<file path="config.mk">
export PLATFORM = sky130hd
export DESIGN_NAME = pulpemu_cam_gen
export DESIGN_NICKNAME = d
export VERILOG_FILES = /design/src/rtl/pulpemu_cam_gen.sv
export SDC_FILE = /design/constraint.sdc
export NUM_CORES = 1
export LEC_CHECK = 0
export ABC_CLOCK_PERIOD_IN_PS = 5600
export BUFFER_PORTS_ARGS = -buffer_cell sky130_fd_sc_hd__buf_2
export CORE_ASPECT_RATIO = 0.9
export CORE_MARGIN = 5
export CORE_UTILIZATION = 61
export DETAILED_ROUTE_END_ITERATION = 10
export PLACE_DENSITY = 0.78
export SLEW_MARGIN = 20
export SYNTH_ARGS = -nofsm -noshare
export SYNTH_HDL_FRONTEND = slang
export SYNTH_SLANG_ARGS = --single-unit
</file>
<file path="constraint.sdc">
create_clock -name clk_i -period 5.6 [get_ports clk_i]
set_clock_uncertainty 0.1 [all_clocks]
set_input_delay 0.28 -clock clk_i [delete_from_list [all_inputs] [get_ports clk_i]]
set_output_delay 0.28 -clock clk_i [all_outputs]
set_load 0.005 [all_outputs]
</file>
<file path="src/rtl/pulpemu_cam_gen.sv">
// Synthetic parallel-camera source: divided pixel clock, vsync/hsync framing and
// selectable test patterns, all outputs registered and updated on the pclk falling edge.
module pulpemu_cam_gen #(
  parameter int PCLK_DIV = 2,
  parameter int WIDTH    = 16,
  parameter int HEIGHT   = 8,
  parameter int HBLANK   = 4,
  parameter int VBLANK   = 2
) (
  input  logic        clk_i,
  input  logic        rst_i,
  input  logic        en_i,
  input  logic [1:0]  mode_i,
  output logic        cam_pclk_o,
  output logic        cam_vsync_o,
  output logic        cam_hsync_o,
  output logic [7:0]  cam_data_o,
  output logic        busy_o,
  output logic        frame_done_o,
  output logic [15:0] frame_cnt_o
);

  localparam int              DW       = $clog2(PCLK_DIV);
  localparam logic [DW-1:0]   DIV_LAST = DW'(PCLK_DIV - 1);
  localparam logic [DW-1:0]   DIV_HALF = DW'(PCLK_DIV / 2);
  localparam logic [31:0]     VS_LAST  = 32'(VBLANK * (WIDTH + HBLANK) - 1);
  localparam logic [31:0]     HB_LAST  = 32'(HBLANK - 1);
  localparam logic [11:0]     X_LAST   = 12'(WIDTH - 1);
  localparam logic [11:0]     Y_LAST   = 12'(HEIGHT - 1);

  localparam logic [1:0] S_IDLE = 2'd0;
  localparam logic [1:0] S_VS   = 2'd1;
  localparam logic [1:0] S_LINE = 2'd2;
  localparam logic [1:0] S_HBL  = 2'd3;

  logic [DW-1:0] div_q, div_d;
  logic [1:0]    state_q, state_d;
  logic [31:0]   cnt_q, cnt_d;
  logic [11:0]   x_q, x_d, y_q, y_d;
  logic [1:0]    mode_q, mode_d;
  logic [7:0]    base_q, base_d;
  logic [15:0]   fcnt_q, fcnt_d;
  logic          pclk_q, pclk_d;
  logic          vsync_q, vsync_d;
  logic          hsync_q, hsync_d;
  logic [7:0]    data_q, data_d;
  logic          busy_q, busy_d;
  logic          done_q, done_d;
  logic          tick;
  logic          start;

  function automatic logic [7:0] pattern(input logic [1:0] m, input logic [7:0] x,
                                         input logic [7:0] y, input logic [7:0] base);
    case (m)
      2'd0:    pattern = x;
      2'd1:    pattern = x + y;
      2'd2:    pattern = base;
      default: pattern = (x[2] ^ y[2]) ? 8'hFF : 8'h00;
    endcase
  endfunction

  // tick marks the last clk of a slot; everything registered below lands as div wraps to 0
  assign tick  = (div_q == DIV_LAST);
  assign div_d = tick ? '0 : div_q + 1'b1;

  always_comb begin
    state_d = state_q;
    cnt_d   = cnt_q;
    x_d     = x_q;
    y_d     = y_q;
    mode_d  = mode_q;
    base_d  = base_q;
    fcnt_d  = fcnt_q;
    done_d  = 1'b0;
    start   = 1'b0;
    if (tick) begin
      case (state_q)
        S_IDLE: start = en_i;
        S_VS: begin
          if (cnt_q == VS_LAST) begin
            state_d = S_LINE;
            x_d     = '0;
            y_d     = '0;
          end else begin
            cnt_d = cnt_q + 32'd1;
          end
        end
        S_LINE: begin
          if (x_q == X_LAST) begin
            state_d = S_HBL;
            cnt_d   = '0;
          end else begin
            x_d = x_q + 12'd1;
          end
        end
        default: begin
          if (cnt_q != HB_LAST) begin
            cnt_d = cnt_q + 32'd1;
          end else if (y_q != Y_LAST) begin
            state_d = S_LINE;
            x_d     = '0;
            y_d     = y_q + 12'd1;
          end else begin
            done_d  = 1'b1;
            fcnt_d  = fcnt_q + 16'd1;
            state_d = S_IDLE;
            start   = en_i;
          end
        end
      endcase
    end
    // A new frame snapshots the already-incremented count so pattern 2 shows frames completed so far
    if (start) begin
      state_d = S_VS;
      cnt_d   = '0;
      x_d     = '0;
      y_d     = '0;
      mode_d  = mode_i;
      base_d  = fcnt_d[7:0];
    end
  end

  always_comb begin
    pclk_d  = (div_d >= DIV_HALF);
    vsync_d = vsync_q;
    hsync_d = hsync_q;
    data_d  = data_q;
    busy_d  = busy_q;
    if (tick) begin
      vsync_d = (state_d == S_VS);
      hsync_d = (state_d == S_LINE);
      data_d  = (state_d == S_LINE) ? pattern(mode_d, x_d[7:0], y_d[7:0], base_d) : 8'h00;
      busy_d  = (state_d != S_IDLE);
    end
  end

  always_ff @(posedge clk_i) begin
    if (rst_i) begin
      div_q   <= '0;
      state_q <= S_IDLE;
      cnt_q   <= '0;
      x_q     <= '0;
      y_q     <= '0;
      mode_q  <= '0;
      base_q  <= '0;
      fcnt_q  <= '0;
      pclk_q  <= 1'b0;
      vsync_q <= 1'b0;
      hsync_q <= 1'b0;
      data_q  <= '0;
      busy_q  <= 1'b0;
      done_q  <= 1'b0;
    end else begin
      div_q   <= div_d;
      state_q <= state_d;
      cnt_q   <= cnt_d;
      x_q     <= x_d;
      y_q     <= y_d;
      mode_q  <= mode_d;
      base_q  <= base_d;
      fcnt_q  <= fcnt_d;
      pclk_q  <= pclk_d;
      vsync_q <= vsync_d;
      hsync_q <= hsync_d;
      data_q  <= data_d;
      busy_q  <= busy_d;
      done_q  <= done_d;
    end
  end

  assign cam_pclk_o   = pclk_q;
  assign cam_vsync_o  = vsync_q;
  assign cam_hsync_o  = hsync_q;
  assign cam_data_o   = data_q;
  assign busy_o       = busy_q;
  assign frame_done_o = done_q;
  assign frame_cnt_o  = fcnt_q;

endmodule

</file>
**Word-level counts from Yosys, hierarchy flattened**

Cells that the tools add are included.

- Register bits: 98
- Input bits: 5
- Output and inout port bits: 29
- Word-level logic and storage cells: 101

- Add/subtract/negate cells: 6
- Order comparisons: 1
- Equal/unequal tests: 16
- Mux-type cells: 39
- Bitwise operators: 7
- Reductions and logical operators: 15

Operators with widths:

| operator | number |
|---|---|
| two-way mux 32 bit | 3 |
| one-hot mux 32 bit (3 select lines) | 1 |
| two-way mux 8 bit | 11 |
| two-way mux 12 bit | 7 |
| one-hot mux 12 bit (3 select lines) | 1 |
| adder 32 x 1 -> 32 bit (second input constant) | 1 |
| equality test 32 x 6 -> 1 bit (second input constant) | 1 |
| != test 32 x 2 -> 1 bit (second input constant) | 1 |
| adder 12 x 1 -> 12 bit (second input constant) | 2 |
| one-hot mux 12 bit (2 select lines) | 1 |
| one-hot mux 8 bit (3 select lines) | 1 |
| adder 16 x 1 -> 16 bit (second input constant) | 1 |
| two-way mux 2 bit | 7 |
| equality test 12 x 4 -> 1 bit (second input constant) | 1 |
| != test 12 x 3 -> 1 bit (second input constant) | 1 |
| AND reduction 5 bit | 2 |
| adder 8 bit | 1 |
| != test 2 bit (second input constant) | 4 |
| equality test 2 x 1 -> 1 bit (second input constant) | 3 |
| equality test 2 bit (second input constant) | 3 |
| inverter 1 bit | 6 |
| one-hot mux 2 bit (3 select lines) | 1 |
| AND reduction 6 bit | 1 |
| nonzero test 3 bit | 2 |
| 13 further kinds | 21 |

**Longest topological paths before layout**

- Depth after elaboration: 10
- Gate-level depth with buffers: 19
- Mapped depth without buffers: 18

**Worst setup path before layout**

No wires, ideal clock.

- Kind: reg-to-reg
- From: reg cnt_q[0]
- To: reg data_q[7], in the netlist cam_data_o[7]
- Library setup time: 96 ps
- Arrival: 3,997 ps
- Required time: 5,404 ps
- Slack: 1,407 ps
- Cell stages (with the launch flop): 19
- Path buffers: 3
- Clock period less this slack: 4,193 ps
- Cell sequence: dfxtp_1 ha_1 buf_4 nor3b_1 nand4_4 nor2_2 a21o_1 clkbuf_1 buf_1 nor2_1 ha_1 a21o_1 a21oi_1 o21bai_1 a2111oi_0 nor3_1 xor2_1 and3_1 o41ai_2

RTL lines:

| element | RTL line | source |
|---|---|---|
| start: declaration | 38 | `logic [31:0] cnt_q, cnt_d;` |
| start signal: assignment | 156 | `cnt_q <= cnt_d;` |
| != test 32 x 2 -> 1 bit or equality test 32 x 6 -> 1 bit (tied branches) | 97, 80 |  |
| two-way mux 12 bit, or another cell as far along | 97 | `if (cnt_q != HB_LAST) begin` |
| one-hot mux 12 bit (2 select lines) or one-hot mux 1 bit (2 select lines) (tied branches) | 77 | `case (state_q)` |
| two-way mux 8 bit or two-way mux 1 bit (tied branches) | 76 | `if (tick) begin` |
| two-way mux 8 bit * | 113 | `if (start) begin` |
| net y_d[0] | 39 | `logic [11:0] x_q, x_d, y_q, y_d;` |
| adder 8 bit * | 56 | `2'd1: pattern = x + y;` |
| one-hot mux 8 bit (3 select lines) * | 54 | `case (m)` |
| two-way mux 8 bit * | 132 | `data_d = (state_d == S_LINE) ? pattern(mode_d, x_d[7:0], y_d[7:0], base_d) : 8'h00;` |
| end signal: assignment | 165 | `data_q <= data_d;` |
| end: declaration | 46 | `logic [7:0] data_q, data_d;` |

The timed path passes the listed nets; every way through them passes the cells marked *. The select of a mux whose other input is x is not followed.
A chain may end at the register's enable or synchronous reset.

**Final worst setup path**

- From: reg y_q[0]
- To: reg data_q[7], in the netlist cam_data_o[7]

RTL lines:

| element | RTL line | source |
|---|---|---|
| start: declaration | 39 |  |
| start signal: assignment | 158 | `y_q <= y_d;` |
| != test 12 x 3 -> 1 bit * | 99 | `end else if (y_q != Y_LAST) begin` |
| two-way mux 12 bit or two-way mux 1 bit (tied branches) | 99 |  |
| two-way mux 12 bit or two-way mux 1 bit (tied branches) | 97 |  |
| one-hot mux 12 bit (3 select lines) or one-hot mux 1 bit (2 select lines) (tied branches) | 77 |  |
| two-way mux 8 bit or two-way mux 1 bit (tied branches) | 76 |  |
| two-way mux 8 bit * | 113 |  |
| net x_d[1] | 39 |  |
| adder 8 bit * | 56 |  |
| one-hot mux 8 bit (3 select lines) * | 54 |  |
| two-way mux 8 bit * | 132 |  |

Marks and branches as above.

==> results by group <==
Outcome
  • Status: complete, no violations

Floorplan
  • Die width: 111 um
  • Die height: 101 um
  • Initial Util: 61.8%
  • Core Rows: 33
  • Io pins: 34
  • DIE AREA: 11100 um^2
  • Core area: ~9000 um^2

Logic synthesis
  • Synth warnings: 0
  • Post-synth EDFFs: 0
  • Netlist cell types: 79
  • Top post-synthesis cells by area: dfxtp_1 (35%), nor2_1 (6.8%), nand2_1 (4.4%), xor2_1 (3.9%), a21oi_1 (3.7%)
  • Cells after Synth: roughly 660
  • #FFs+latches synth: 97
  • Predominant post-synthesis flop cell: dfxtp_1
  • Post-synth top area share: 34.9%
  • Count leader, synth: nor2_1
  • Post-Syn Area: around 5600 um^2
  • Leading area contributor after synthesis: dfxtp_1
  • Avg Cell Area, Syn: 8.44 um^2
  • Asr flop ratio synth: 0%
  • Post-synth top cells: nor2_1 (101), dfxtp_1 (97), nand2_1 (65)
  • Syn_nets: 676
  • Sequential share of the synthesized area: between 30% and 40%

Pwr
  • Peak VDD IR: 212 uV
  • Static Leak: 2.14 nW
  • Power Density: between 200 and 250 nW/um^2

Clock network
  • CTS max path bufs: 2
  • Clk slew on worst S/H paths: 0.10 ns
  • TritonCTS clock tree: built
  • H-tree depth: 3
  • Post-CTS Repair Setup Buffers: 0
  • Clk_lat worst skew: 0.36 ns
  • CTS Hold Bufs: 0
  • Clock sink count: 97
  • CTS buffer count: 9
  • Root Driver: clkbuf_8
  • Post_cts resized: 0

Final layout
  • Layout area overhead: 6.88%
  • Share of cells above drive strength 1: 14.3%
  • NumNets Final: 696
  • Post-layout util: 66.1%
  • Post-route insts no fill: approximately 810
  • Diodes inserted: 0

Route
  • Drt drc: 0
  • WL per Instance: 17.5 um
  • Routed WL: around 14000 um
  • Routed via count: 5009
  • Drt first pass iters: 5
  • Detail Route Antenna Nets: 0
  • Vias per inst: 6.21
  • Initial drt markers: 467

Hold path
  • Worst min path class: primary input to flop
  • Worst Min Path Start: mode_i[1]
  • Hold Path Depth: 3
  • WHS Endpoint: mode_q[1]

STA
  • Max-slew headroom at the worst pin: between 20% and 30%
  • Minimum clock period: 4.89 ns
  • Final worst-path cycle share: between 80% and 90%
  • Fmax: 204 MHz
  • Final setup violation count: 0
  • Slew @ Worst Pin: roughly 1.0 ns
  • Final hold vios: 0
  • Post-Route Setup TNS: 0 ns
  • RSZ-0062 raised after global routing: no
  • Worst hold margin: about 0.18 ns
  • Final Slew Violations: 0

Placed design
  • Dpl cells: 790
  • Routability congestion estimate: 0.893
  • Hpwl dp: 10500 um
  • IO Port Bufs: 33

GRT
  • Gr ovfl total: 0
  • All-Layer GR Usage: between 20% and 30%
  • Largest net degree at the start of global routing: 48
  • Initial antenna violation count: 0
  • Vias in the first global route: 4725
  • First-pass GRT wire length: 23500 um

Worst setup path
  • Setup slack, reg-to-reg: 0.71 ns
  • WS Path Type: flop to flop
  • Worst Path Max Fanout: 14
  • Reg2reg path depth: 17
  • Setup crit start kind: flop
  • Reg-to-Reg End: cam_data_o[7]
  • Worst EP required: 5.77 ns
  • Crit. End Element: flop
  • FF-to-FF Start: y_q[0]
  • Arr. time, crit path: between 5 and 6 ns

Job
  • Maxcap violations: 0
## per-layer routing
| layer | track usage, % | routed length, um | vias up |
|---|---|---|---|
| li1 | - | - | 2410 |
| met1 | 34.5 | 6300 | 2373 |
| met2 | 41.9 | 6590 | 196 |
| met3 | 4.80 | 943 | 30 |
| met4 | 8.05 | 297 | 0 |
| met5 | 0 | 0 | - |
## layout by cell type (no fill, tap or decap), drive strengths merged, types with 2 or more instances in the layout
cell type / count
o21a: 3
nand2: 65
a21o: 3
xor2: 25
or4: 2
a31oi: 4
nor3b: 3
nor4: 28
or3b: 2
ha: 11
nor2: 104
o21ai: 29
a2111oi: 3
nand3: 28
o31ai: 9
and2: 4
o21bai: 3
and4: 7
or3: 11
a2111o: 3
a21oi: 42
buf: 37
o211ai: 4
o41ai: 2
a32oi: 2
nor3: 21
nand2b: 4
mux2i: 6
xnor2: 20
nor2b: 8
clkbuf: 9
dfxtp: 97
nand4: 17
mux2: 2
and3: 15
inv: 21
o22ai: 2
a211oi: 10
or2: 2
## sequential cells by signal, indices dropped and copies added, names as in the netlist
signal	count
cnt_q	32
frame_cnt_o	16
x_q	12
y_q	12
base_q	8
cam_data_o	8
mode_q	2
state_q	2
busy_o	1
cam_hsync_o	1
cam_vsync_o	1
div_q	1
frame_done_o	1
## worst max-delay path, stage by stage (launching register included)
cell and delay (ns):
dfxtp_1 0.40, ha_1 0.27, nor4bb_1 0.47, and3_1 0.34, nor4_4 0.10, nand2_1 0.36
nand2_1 0.20, or2_2 0.38, inv_1 0.11, ha_1 0.24, a21o_1 0.16, a21oi_1 0.23
o21bai_1 0.11, a2111oi_0 0.49, nor3_1 0.15, xor2_1 0.19, and3_1 0.21, o41ai_2 0.27
## worst max-delay path by stage
stage | slack [ns] | end | from
after global placement | 1.22 | cam_data_o[7] | y_q[0]
after detailed placement | 0.94 | cam_data_o[7] | y_q[0]
final | 0.71 | cam_data_o[7] | y_q[0]
after floorplan | 1.41 | cam_data_o[7] | cnt_q[0]
after global routing | 0.33 | cam_data_o[7] | y_q[0]
after CTS | 0.87 | cam_data_o[7] | y_q[0]
## stage by stage
step | area, um^2 | power (mW) | worst slack [ns]
after floorplan | 5560 | 0.772 | 1.41
after global placement | 5730 | 0.789 | 1.22
after detailed placement | 5730 | 0.789 | 0.936
after CTS | 5950 | 1.28 | 0.874
after global routing | 5950 | 1.32 | 0.334
final | 5950 | 1.27 | 0.708
## power by group
| part | internal, mW | switching [mW] | total, mW |
|---|---|---|---|
| registers | 0.695 | 0.00721 | 0.702 |
| logic | 0.0216 | 0.0512 | 0.0729 |
| clock network | 0.221 | 0.274 | 0.495 |
| total | 0.937 | 0.332 | 1.27 |
## final cells by class
cell class	count	area, um^2
clock buffer	9	124
clock inverter	7	90.1
multi-input combinational	519	3390
fill	798	3050
sequential	97	1940
timing repair buffer	37	195
tap	122	153
inverter	15	56.3
## cells by family (layout without fill, tap and decap cells)
| logic type | count (synthesis) | count (layout) | share of synthesized area (%) |
|---|---|---|---|
| flip-flops | 97 | 97 | 34.9 |
| buffers and inverters | 43 | 68 | 4.23 |
| AO/OA/AOI/OAI | 130 | 130 | 16.3 |
| adder cells (fa/ha/maj) | 12 | 12 | 2.83 |
| AND/OR/NAND/NOR | 324 | 324 | 32.7 |
| XOR/XNOR | 45 | 45 | 7.08 |
| multiplexers | 8 | 8 | 1.93 |
No activity file was read; power rests on OpenSTA's default activity.
